<file path="config.mk">
export PLATFORM = sky130hd
export DESIGN_NAME = core_lsu_ctrl
export DESIGN_NICKNAME = d
export VERILOG_FILES = /design/src/rtl/core_lsu_pkg.sv /design/src/rtl/core_lsu_align.sv /design/src/rtl/core_lsu_ctrl.sv
export SDC_FILE = /design/constraint.sdc
export NUM_CORES = 1
export LEC_CHECK = 0
export CAP_MARGIN = 0
export CORE_AREA = 2 2 117 233
export DETAILED_ROUTE_END_ITERATION = 16
export DIE_AREA = 0 0 119 235
export GPL_TIMING_DRIVEN = 0
export HOLD_SLACK_MARGIN = 0.15
export MAX_ROUTING_LAYER = met4
export PLACE_DENSITY = 0.74
export RECOVER_POWER = 100
export SLEW_MARGIN = 20
export SYNTH_ARGS = -nofsm -noshare
export SYNTH_HDL_FRONTEND = slang
export SYNTH_SLANG_ARGS = --single-unit
</file>
<file path="constraint.sdc">
create_clock -name clk -period 3.5 [get_ports clk]
set_input_delay 0.35 -clock clk [delete_from_list [all_inputs] [get_ports clk]]
set_output_delay 0.35 -clock clk [all_outputs]
set_load 0.1 [all_outputs]
</file>
<file path="src/rtl/core_lsu_pkg.sv">
// Shared load/store unit definitions: access encodings, size codes and FSM states.
package core_lsu_pkg;

  // Load size/sign encodings carried on read_type
  localparam logic [2:0] RT_LB  = 3'd0;
  localparam logic [2:0] RT_LH  = 3'd1;
  localparam logic [2:0] RT_LW  = 3'd2;
  localparam logic [2:0] RT_LD  = 3'd3;
  localparam logic [2:0] RT_LBU = 3'd4;
  localparam logic [2:0] RT_LHU = 3'd5;
  localparam logic [2:0] RT_LWU = 3'd6;

  // Store size encodings carried on write_type (numerically equal to the size code)
  localparam logic [1:0] WT_SB = 2'd0;
  localparam logic [1:0] WT_SH = 2'd1;
  localparam logic [1:0] WT_SW = 2'd2;
  localparam logic [1:0] WT_SD = 2'd3;

  // Access size as log2(bytes)
  localparam logic [1:0] SZ_B = 2'd0;
  localparam logic [1:0] SZ_H = 2'd1;
  localparam logic [1:0] SZ_W = 2'd2;
  localparam logic [1:0] SZ_D = 2'd3;

  typedef enum logic [1:0] {
    LSU_IDLE = 2'd0,
    LSU_REQ  = 2'd1,
    LSU_WAIT = 2'd2,
    LSU_DONE = 2'd3
  } lsu_state_e;

  // Load size from read_type; the unused code 7 behaves as a doubleword load
  function automatic logic [1:0] read_size(input logic [2:0] rt);
    logic [1:0] sz;
    case (rt)
      RT_LB, RT_LBU: sz = SZ_B;
      RT_LH, RT_LHU: sz = SZ_H;
      RT_LW, RT_LWU: sz = SZ_W;
      default:       sz = SZ_D;
    endcase
    return sz;
  endfunction

endpackage

</file>
<file path="src/rtl/core_lsu_align.sv">
// Combinational datapath of the LSU: alignment check, store lane/strobe
// generation and load byte extraction with sign/zero extension.
module core_lsu_align
  import core_lsu_pkg::*;
#(
  parameter int XLEN   = 64,
  parameter int STRB_W = XLEN / 8
) (
  input  logic              is_read_i,
  input  logic [2:0]        read_type_i,
  input  logic [1:0]        write_type_i,
  input  logic [2:0]        offset_i,
  input  logic [XLEN-1:0]   wdata_i,
  output logic              misaligned_o,
  output logic [STRB_W-1:0] wstrb_o,
  output logic [XLEN-1:0]   wdata_o,
  input  logic [2:0]        ld_type_i,
  input  logic [2:0]        ld_offset_i,
  input  logic [XLEN-1:0]   rdata_i,
  output logic [XLEN-1:0]   rdata_o
);

  logic [1:0]        size;
  logic [STRB_W-1:0] strb_base;
  logic [XLEN-1:0]   ld_shift;

  // Alignment check against the size of the access actually performed (read wins)
  always_comb begin
    size = is_read_i ? read_size(read_type_i) : write_type_i;
    case (size)
      SZ_B:    misaligned_o = 1'b0;
      SZ_H:    misaligned_o = offset_i[0];
      SZ_W:    misaligned_o = |offset_i[1:0];
      default: misaligned_o = |offset_i;
    endcase
  end

  // Store byte enables and lane-shifted store data
  always_comb begin
    case (write_type_i)
      WT_SB:   strb_base = STRB_W'(8'h01);
      WT_SH:   strb_base = STRB_W'(8'h03);
      WT_SW:   strb_base = STRB_W'(8'h0F);
      default: strb_base = {STRB_W{1'b1}};
    endcase
    wstrb_o = strb_base << offset_i;
    wdata_o = wdata_i << {offset_i, 3'b000};
  end

  // Pull the addressed bytes down to bit 0 and extend per load type
  always_comb begin
    ld_shift = rdata_i >> {ld_offset_i, 3'b000};
    case (ld_type_i)
      RT_LB:   rdata_o = {{(XLEN-8){ld_shift[7]}}, ld_shift[7:0]};
      RT_LH:   rdata_o = {{(XLEN-16){ld_shift[15]}}, ld_shift[15:0]};
      RT_LW:   rdata_o = {{(XLEN-32){ld_shift[31]}}, ld_shift[31:0]};
      RT_LBU:  rdata_o = {{(XLEN-8){1'b0}}, ld_shift[7:0]};
      RT_LHU:  rdata_o = {{(XLEN-16){1'b0}}, ld_shift[15:0]};
      RT_LWU:  rdata_o = {{(XLEN-32){1'b0}}, ld_shift[31:0]};
      default: rdata_o = ld_shift;
    endcase
  end

endmodule

</file>
<file path="src/rtl/core_lsu_ctrl.sv">
// MEM-stage load/store sequencer: turns mem_read/mem_write into a
// req/gnt/rvalid transaction and stalls the pipeline until it completes.
//
// state | meaning
// IDLE  | no access in flight; a legal op latches its request fields
// REQ   | dmem_req_o high, fields held until dmem_gnt_i
// WAIT  | load granted, waiting for dmem_rvalid_i
// DONE  | access complete, stall released, rdata_valid_o for loads
module core_lsu_ctrl
  import core_lsu_pkg::*;
#(
  parameter int XLEN   = 64,
  parameter int STRB_W = XLEN / 8
) (
  input  logic              clk,
  input  logic              rst,
  input  logic              mem_read_i,
  input  logic              mem_write_i,
  input  logic [2:0]        read_type_i,
  input  logic [1:0]        write_type_i,
  input  logic [XLEN-1:0]   addr_i,
  input  logic [XLEN-1:0]   wdata_i,
  output logic              dmem_req_o,
  output logic              dmem_we_o,
  output logic [XLEN-1:0]   dmem_addr_o,
  output logic [STRB_W-1:0] dmem_wstrb_o,
  output logic [XLEN-1:0]   dmem_wdata_o,
  input  logic              dmem_gnt_i,
  input  logic              dmem_rvalid_i,
  input  logic [XLEN-1:0]   dmem_rdata_i,
  output logic [XLEN-1:0]   rdata_o,
  output logic              rdata_valid_o,
  output logic              stall_o,
  output logic              misalign_o
);

  lsu_state_e        state_q, state_d;
  logic              req_q, req_d;
  logic              we_q, we_d;
  logic [XLEN-1:0]   addr_q, addr_d;
  logic [STRB_W-1:0] wstrb_q, wstrb_d;
  logic [XLEN-1:0]   wdata_q, wdata_d;
  logic [XLEN-1:0]   rdata_q, rdata_d;
  logic              rvalid_q, rvalid_d;
  logic [2:0]        ld_type_q, ld_type_d;
  logic [2:0]        ld_off_q, ld_off_d;

  logic              op;
  logic              misaligned;
  logic              legal;
  logic [STRB_W-1:0] st_strb;
  logic [XLEN-1:0]   st_wdata;
  logic [XLEN-1:0]   ld_data;

  // Store path uses the live EX/MEM fields; load extraction uses the latched ones
  core_lsu_align #(
    .XLEN   (XLEN),
    .STRB_W (STRB_W)
  ) u_align (
    .is_read_i    (mem_read_i),
    .read_type_i  (read_type_i),
    .write_type_i (write_type_i),
    .offset_i     (addr_i[2:0]),
    .wdata_i      (wdata_i),
    .misaligned_o (misaligned),
    .wstrb_o      (st_strb),
    .wdata_o      (st_wdata),
    .ld_type_i    (ld_type_q),
    .ld_offset_i  (ld_off_q),
    .rdata_i      (dmem_rdata_i),
    .rdata_o      (ld_data)
  );

  assign op    = mem_read_i | mem_write_i;
  assign legal = op & ~misaligned;

  assign misalign_o    = op & misaligned;
  assign stall_o       = legal & (state_q != LSU_DONE);
  assign dmem_req_o    = req_q;
  assign dmem_we_o     = we_q;
  assign dmem_addr_o   = addr_q;
  assign dmem_wstrb_o  = wstrb_q;
  assign dmem_wdata_o  = wdata_q;
  assign rdata_o       = rdata_q;
  assign rdata_valid_o = rvalid_q;

  // Next-state and registered-output logic of the access sequencer
  always_comb begin
    state_d   = state_q;
    req_d     = req_q;
    we_d      = we_q;
    addr_d    = addr_q;
    wstrb_d   = wstrb_q;
    wdata_d   = wdata_q;
    rdata_d   = rdata_q;
    rvalid_d  = rvalid_q;
    ld_type_d = ld_type_q;
    ld_off_d  = ld_off_q;
    case (state_q)
      LSU_IDLE: begin
        if (legal) begin
          state_d   = LSU_REQ;
          req_d     = 1'b1;
          we_d      = ~mem_read_i;
          addr_d    = {addr_i[XLEN-1:3], 3'b000};
          // strobes and data only describe writes; loads fetch the whole doubleword
          wstrb_d   = mem_read_i ? '0 : st_strb;
          wdata_d   = mem_read_i ? '0 : st_wdata;
          ld_type_d = read_type_i;
          ld_off_d  = addr_i[2:0];
        end
      end
      LSU_REQ: begin
        if (dmem_gnt_i) begin
          req_d   = 1'b0;
          state_d = we_q ? LSU_DONE : LSU_WAIT;
        end
      end
      LSU_WAIT: begin
        if (dmem_rvalid_i) begin
          rdata_d  = ld_data;
          rvalid_d = 1'b1;
          state_d  = LSU_DONE;
        end
      end
      default: begin
        rvalid_d = 1'b0;
        state_d  = LSU_IDLE;
      end
    endcase
  end

  // State and output registers with synchronous reset
  always_ff @(posedge clk) begin
    if (rst) begin
      state_q   <= LSU_IDLE;
      req_q     <= 1'b0;
      we_q      <= 1'b0;
      addr_q    <= '0;
      wstrb_q   <= '0;
      wdata_q   <= '0;
      rdata_q   <= '0;
      rvalid_q  <= 1'b0;
      ld_type_q <= '0;
      ld_off_q  <= '0;
    end else begin
      state_q   <= state_d;
      req_q     <= req_d;
      we_q      <= we_d;
      addr_q    <= addr_d;
      wstrb_q   <= wstrb_d;
      wdata_q   <= wdata_d;
      rdata_q   <= rdata_d;
      rvalid_q  <= rvalid_d;
      ld_type_q <= ld_type_d;
      ld_off_q  <= ld_off_d;
    end
  end

endmodule

</file>
# After elaboration in Yosys (flattened, before gate mapping)
# Cells that the tools add are included.
# Widths: inputs -> output; s select.
dict set report classes {
  n_shift 3
  reduce_logical 17
  n_eq_ne 20
  mux 17
  n_bitwise 7
}
# cell count
set ops {}
lappend ops {{$pmux 64 s6} 1}
lappend ops {{$mux 64} 1}
lappend ops {{$shl 64x6->64} 1}
lappend ops {{$shr 64x6->64} 1}
lappend ops {{$pmux 8 s3} 1}
lappend ops {{$eq 3x3->1 const B} 6}
lappend ops {{$pmux 2 s3} 2}
lappend ops {{$reduce_or 2->1} 5}
lappend ops {{$mux 2} 4}
lappend ops {{$mux 8} 1}
lappend ops {{$ne 2x2->1 const B} 4}
lappend ops {{$shl 8x3->8} 1}
lappend ops {{$eq 2x1->1 const B} 3}
lappend ops {{$eq 2x2->1 const B} 3}
lappend ops {{$eq 3x1->1 const B} 2}
lappend ops {{$eq 3x2->1 const B} 2}
lappend ops {{$logic_not 2->1} 3}
lappend ops {{$logic_not 3->1} 2}
lappend ops {{$reduce_and 2->1} 3}
lappend ops {{$reduce_and 3->1} 2}
lappend ops {{$mux 1} 4}
lappend ops {{$pmux 1 s2} 2}
lappend ops {{$and 1x1->1} 3}
lappend ops {{$not 1->1} 3}
lappend ops {{4 further kinds} 4}
dict set report word_totals {
  elab_cells 74
  regBits 208
  input_bits 203
}

# Depth between registers and ports, before layout
# Gate-level depths: netlist of run 1.
dict set report depth {
  depth_word 10
  mapped_depth 9
}

# Modules after synthesis
# Synthesis of run 1 repeated with hierarchy kept, for this count alone.
dict set report unflattened {
  hier_cells 1527
  hier_area_um2 12256.8
}
# module seq_area_each_um2 instances area_per_inst_um2 cells_per_inst
set modules_own_cells {}
lappend modules_own_cells {core_lsu_ctrl 4164.0 1 8116.5 963}
lappend modules_own_cells {core_lsu_align 0.0 1 4140.2 564}

# Least setup slack after synthesis of run 1
# OpenSTA, ideal clock, no wires.
dict set report synth_path {
  kind {input port to output port}
  startpoint {input port mem_read_i}
  endpoint {output port stall_o}
  arrival_time_ps 2929
  path_stages 5
  path_slack_ps 221
  cell_sequence {clkbuf_1 -> mux2_1 -> a221o_1 -> a211o_1 -> nor2_1}
}
dict set report synth_between {
  elab_chain_cells 6
}
# element line_no
set synth_rtl {}
lappend synth_rtl {{start, declared} core_lsu_ctrl.sv:17} ;# input logic mem_read_i,
lappend synth_rtl {{$mux 2} core_lsu_align.sv:29} ;# size = is_read_i ? read_size(read_type_i) : write_type_i;
lappend synth_rtl {{$eq 2x2->1 (tied with other cells)} core_lsu_align.sv:30} ;# case (size)
lappend synth_rtl {{$pmux 1 s3} core_lsu_align.sv:30}
lappend synth_rtl {{$not 1->1} core_lsu_ctrl.sv:75} ;# assign legal = op & ~misaligned;
lappend synth_rtl {{$and 1x1->1 (*)} core_lsu_ctrl.sv:75}
lappend synth_rtl {{$and 1x1->1 (*)} core_lsu_ctrl.sv:78} ;# assign stall_o = legal & (state_q != LSU_DONE);
lappend synth_rtl {{end, declared} core_lsu_ctrl.sv:33} ;# output logic stall_o,
# Mark *: on every way between the ends. The rest lies on a longest branch, timed or not.

# Worst setup path after layout of run 1
dict set report layout_path {
  startpoint {input port read_type_i[0]}
  endpoint {output port stall_o}
}
dict set report layout_between {
  elab_chain_cells 9
}
# element line_no
set layout_rtl {}
lappend layout_rtl {{start, declared} core_lsu_ctrl.sv:19} ;# input logic [2:0] read_type_i,
lappend layout_rtl {{$eq 3x2->1 (tied with other cells)} core_lsu_pkg.sv:35} ;# case (rt)
lappend layout_rtl {{$reduce_or 2->1} core_lsu_pkg.sv:35}
lappend layout_rtl {{$pmux 2 s3 (*)} core_lsu_pkg.sv:35}
lappend layout_rtl {{$mux 2 (*)} core_lsu_align.sv:29}
lappend layout_rtl {{$eq 2x2->1 (tied with other cells)} core_lsu_align.sv:30}
lappend layout_rtl {{$pmux 1 s3 (*)} core_lsu_align.sv:30}
lappend layout_rtl {{$not 1->1 (*)} core_lsu_ctrl.sv:75}
lappend layout_rtl {{$and 1x1->1 (*)} core_lsu_ctrl.sv:75}
lappend layout_rtl {{$and 1x1->1 (*)} core_lsu_ctrl.sv:78}
# Marks and branches as above.

==> results_dict.tcl, run 1 <==
set metrics [dict create \
    drive_gt1_frac 0.0646 \
    routed_wirelength_mm 51.4 \
    antenna_left 0 \
    async_flop_share 0 \
    yosys-top-cells-area "dfxtp_1 (40%), mux2i_1 (9.8%), a21oi_1 (7.2%)" \
    seq_area_sq_mm 0.00416 \
    multi_input_area_sq_mm 0.00570 \
    root_buffer "clkbuf_16" \
    netlist.area_leader.share 0.402 \
    clk_path_buf_depth 3 \
    initial_core_util 0.396 \
    drv_slew 0 \
    antenna_found_initial 2 \
    overflow 0 \
    finalHoldViolCount 0 \
    firstDrtPassIters 5 \
    synthesis.area_sq_mm 0.0104 \
    drtIter0Drc 727 \
    core-area_sq_mm 0.0262 \
    post-synth-top-area-cell "dfxtp_1" \
    outcome "completed" \
    critPathKind "in -> out" \
    dp.cells 1949 \
    place_congestion 1.08 \
    final_common_cell "dfxtp_1" \
    rows 84 \
    dp.final_hpwl_mm 40.9 \
    cp_max_fo 5 \
    fmax_mhz 289 \
    numCtsBuffers 20 \
    avgRoutedWirePerCell_um 25.9 \
    rsz0062_at_grt "no" \
    grt_pass1_wl_mm 74.7 \
    vias_per_cell 5.73 \
    critical_path_required_ns 3.15 \
    crit_arrival_ns 3.11 \
    worstSetupEndpointType "output port" \
    grt_pass1_vias 11607 \
    synth.distinct_cells 53 \
    post-route-min-period_ns 3.46 \
    hold_ws_ns 0.307 \
    powerDensity_mw_per_mm2 642 \
    min_period_over_period 0.990 \
    syn2layout_area_growth_pct 48.9 \
    cts_sinks 208 \
    dieArea_sq_mm 0.0280 \
    synth_top_family_by_area "compound AO/OA/AOI/OAI gates" \
    die_w_um 119 \
    finalNetCount 1834 \
    fillers 2422 \
    portBuffers 401 \
    layout_common_cells "dfxtp_1 (208), dlygate4sd3_1 (202), clkdlybuf4s50_1 (197)" \
    final-setup-viol-count 0 \
    drc 0 \
    clk_pin_slew_ns 0.07 \
    grt_max_degree 16 \
    netlist_instances 1202 \
    clock_skew_ns 0.0289 \
    synth-edff-count 0 \
    maxCapViolCount 0 \
    synth_mux_area_frac 0.167 \
    synth_compound_area_frac 0.265 \
    clock_latency_ns 0.53 \
    synth_ff_type "dfxtp_1" \
    synth_fa_ha_area_frac 0.00483 \
    h-tree-depth 1 \
    worstMarginPinSlew_ns 1.30 \
    grt_usage 0.368 \
    synth-simple-area-share 0.113 \
    yosysWarnings 0 \
    worst_setup_path_start_kind "input pin" \
    relSlewSlack 0.138 \
    finalSetupTns_ns 0 \
    postCtsSetupRepairBufs 0 \
    stdcell_count 1986 \
    syn_area_per_cell_sq_um 8.62 \
    die_y_um 235 \
    leakagePower_uw 0.00621 \
    io-pin-count 408 \
    hold_class "in -> reg" \
    ir_worst_vdd_v 0.000425 \
    dr_total_vias 11374 \
    synth-xor-area-share 0 \
    fin_util 0.590 \
    tritoncts "built" \
    yosys_register_bits 208 \
    ys_seq_area_frac 0.402 \
]
-- registers in the layout (all words and copies together), names as in the netlist --
signal	flops
dmem_addr_o	61
dmem_req_o	1
dmem_wdata_o	64
dmem_we_o	1
dmem_wstrb_o	8
ld_off_q	3
ld_type_q	3
rdata_o	64
rdata_valid_o	1
state_q	2
-- cells in the mapped netlist (9+ instances only) --
| cell type | count |
|---|---|
| a31oi_1 | 19 |
| buf_2 | 9 |
| o21ai_0 | 92 |
| nand2_1 | 193 |
| o2bb2ai_1 | 34 |
| or2_2 | 9 |
| a22o_1 | 24 |
| nor2b_1 | 16 |
| mux2_2 | 39 |
| buf_1 | 22 |
| a32o_1 | 9 |
| a211oi_1 | 37 |
| nor2_1 | 45 |
| dfxtp_1 | 208 |
| mux2i_1 | 101 |
| a21oi_1 | 150 |
| clkbuf_1 | 82 |
| mux4_2 | 12 |
| o22ai_1 | 9 |
-- cell families after synthesis --
group	Yosys count
compound gates	427
fa+ha+maj	4
buf+inv	126
flops	208
mux	153
other cells	1
simple gates	283
-- stage by stage --
step | cell area, sq um | setup slack, ns | total power [uW]
after detailed placement | 14800 | -0.159 | 7850
after floorplan | 10400 | 0.221 | 6310
after global routing | 15400 | 0.00793 | 10200
final | 15400 | 0.0363 | 9900
after global placement | 14800 | -0.175 | 7820
after CTS | 15400 | 0.0331 | 10000
-- per-layer routing --
metal / share of wire / GRT usage / vias to the layer above
li1: - / - / 5198
met1: 0.33 / 0.348 / 5380
met2: 0.52 / 0.663 / 589
met3: 0.059 / 0.0566 / 207
met4: 0.090 / 0.264 / 0
met5: 0 / - / -
-- final timing paths --
check / start / cells after the start / to / slack, ns
worst max-delay path: read_type_i[0] / 6 / stall_o / 0.04
worst min-delay path: mem_read_i / 2 / dmem_we_o / 0.31
worst max register to register: ld_off_q[0] / 7 / rdata_o[5] / 0.11
worst min register to register: dmem_wstrb_o[2] / 1 / dmem_wstrb_o[2] / 0.44
-- layout make-up --
class,instances,area share
repair buffers,401,0.259
clock inverters,5,0.00235
inverters,8,0.00195
plain buffers,118,0.0303
diodes,2,0.000324
clock buffers,30,0.0388
flip-flops and latches,208,0.270
multi-input cells,870,0.369
well taps,344,0.0279
-- worst max-delay path, cell delays in order --
cell and delay (ns):
dlygate4sd3_1 0.61, mux2_1 0.34, a221o_1 0.39, a211o_1 0.37
nor2_1 0.09, clkbuf_1 0.95
-- power by group --
part,internal (uW),switching [uW]
sequential,2680,170
combinational,1170,3690
clock,1190,997
total,5040,4860
-- what timing repair did --
| action | 4_1_cts | 5_1_grt |
|---|---|---|
| gates resized for setup | 1 | 2 |
| pin swaps | 0 | 0 |
| hold endpoints to repair | 0 | 0 |
| hold buffers | 0 | 0 |
| endpoints found under the setup margin | 1 | 12 |
Note: power is estimated with default switching activity, not from simulation.
==> inputs of run 2 (changes only) <==
--- a/config.mk
+++ b/config.mk
@@ -9,7 +9,6 @@
 export CORE_AREA = 2 2 117 233
 export DETAILED_ROUTE_END_ITERATION = 16
 export DIE_AREA = 0 0 119 235
-export GPL_TIMING_DRIVEN = 0
 export HOLD_SLACK_MARGIN = 0.15
 export MAX_ROUTING_LAYER = met4
 export PLACE_DENSITY = 0.74
==> run 2 against run 1 <==
Maximum frequency rose by 15%. Final area fell by 0.66%. Total power rose by 0.56%. Global-route usage fell by 6.6 points. Die area did not move. Register-to-register slack improved by 0.44 ns. Clock skew rose by 0.0027 ns. Sequential share of layout area rose by 0.18 points. First-iteration DRC count rose by 16%. Largest cell class unchanged. Largest power group unchanged.
==> results_dict.tcl, run 2 (synthesis results as in run 1) <==
set metrics [dict create \
    clk_path_buf_depth 3 \
    rows 84 \
    min_period_over_period 0.859 \
    critical_path_required_ns 3.15 \
    fillers 2295 \
    fmax_mhz 333 \
    cts_resized 0 \
    worst_setup_path_start_kind "input pin" \
    dr_total_vias 10630 \
    relSlewSlack 0.0858 \
    hold_end "ld_off_q[0]" \
    h-tree-depth 1 \
    avgRoutedWirePerCell_um 22.4 \
    antenna_left 0 \
    final_common_cell "dfxtp_1" \
    grt_usage 0.302 \
    busiest_layer "met2" \
    insertedDiodeCount 0 \
    overflow 0 \
    grt_max_degree 80 \
    finalNetCount 1750 \
    worstSetupEndpointType "output port" \
    p_total_uw 9960 \
    cts_sinks 208 \
    powerDensity_mw_per_mm2 650 \
    io-pin-count 408 \
    ir_worst_vdd_v 0.000447 \
    finalSetupTns_ns 0 \
    grtUsageMet2 0.556 \
    grt_use_met3 0.0391 \
    rr_worst_depth 6 \
    layout_common_cells "dfxtp_1 (208), dlygate4sd3_1 (200), clkdlybuf4s50_1 (196)" \
    drive_gt1_frac 0.0809 \
    numCtsBuffers 20 \
    drtIter0Drc 841 \
    hold_buffers 0 \
    core-area_sq_mm 0.0262 \
    portBuffers 404 \
    hold_class "in -> reg" \
    initial_core_util 0.396 \
    worst-r2r-setup-slack_ns 0.55 \
    drc 0 \
    outcome "completed" \
    clk_pin_slew_ns 0.06 \
    grt_pass1_vias 10543 \
    leakagePower_uw 0.00624 \
    clock_skew_ns 0.0316 \
    postCtsSetupRepairBufs 0 \
    final-setup-viol-count 0 \
    r2r_end "rdata_o[62]" \
    finalHoldViolCount 0 \
    tritoncts "built" \
    rsz0062_at_grt "no" \
    dieArea_sq_mm 0.0280 \
    use_met1 0.299 \
    syn2layout_area_growth_pct 47.9 \
    maxCapViolCount 0 \
    routed_wirelength_mm 42.6 \
    crit_arrival_ns 2.66 \
    grt_pass1_wl_mm 63.3 \
    firstDrtPassIters 5 \
    root_buffer "clkbuf_16" \
    vias_per_cell 5.59 \
    place_congestion 1.06 \
    cp_max_fo 5 \
    hold_depth 3 \
    worstMarginPinSlew_ns 1.37 \
    clock_latency_ns 0.52 \
    critPathKind "in -> out" \
    antenna_found_initial 0 \
    timing.hold.worst.start "addr_i[0]" \
    drv_slew 0 \
    timing.rr.start "ld_off_q[0]" \
    die_y_um 235 \
    post-route-min-period_ns 3.01 \
    die_w_um 119 \
    dp.final_hpwl_mm 31.9 \
]
[run 2: how the worst max path moves through the flow]
stage | cells past startpoint | start | to | slack (ns)
floorplan | 5 | mem_read_i | stall_o | 0.22
global placement | 8 | mem_read_i | dmem_wdata_o[29] | 0.44
detailed placement | 8 | mem_read_i | dmem_wdata_o[5] | 0.39
CTS | 6 | mem_read_i | stall_o | 0.76
global route | 6 | ld_off_q[0] | rdata_o[62] | 0.35
finish | 6 | mem_read_i | stall_o | 0.49
[run 2: metrics by stage]
| step | hold slack (ns) | utilization | area, sq um | setup slack (ns) | instances |
|---|---|---|---|---|---|
| finish | 0.352 | 0.586 | 15300 | 0.493 | 1901 |
| global route | 0.364 | 0.586 | 15300 | 0.351 | 1901 |
| CTS | 0.317 | 0.589 | 15400 | 0.763 | 1901 |
| detailed placement | 0.446 | 0.561 | 14700 | 0.390 | 1865 |
| global placement | 0.439 | 0.561 | 14700 | 0.442 | 1865 |
| floorplan | 0.457 | - | 10400 | 0.221 | 1204 |
[run 2: final cells by class]
| cell class | instances | area [sq um] | share of cell area |
|---|---|---|---|
| Inverter | 8 | 30.0 | 0.00196 |
| Timing Repair Buffer | 435 | 4260 | 0.278 |
| Clock buffer | 29 | 594 | 0.0388 |
| Clock inverter | 7 | 146 | 0.00955 |
| Multi-Input combinational cell | 870 | 5710 | 0.372 |
| Sequential cell | 208 | 4160 | 0.272 |
| Tap cell | 344 | 430 | 0.0281 |
[run 2: critical path, cell delays in order]
cell and delay (ns):
dlygate4sd3_1 0.56, mux2_1 0.35, a221o_1 0.41, a211o_1 0.37
nor2_1 0.11, clkbuf_2 0.49
[run 2: per-layer routing]
layer	wire length [um]	vias up
li1	-	5044
met1	14600	5008
met2	23100	462
met3	2190	116
met4	2790	0
met5	0	-
[run 2: power breakdown]
part	total [uW]	internal (uW)	leakage [uW]	switching, uW
combinational	4630	1150	0.00419	3480
clock	2460	1480	0.000364	976
sequential	2870	2680	0.00169	195
total	9960	5310	0.00624	4650
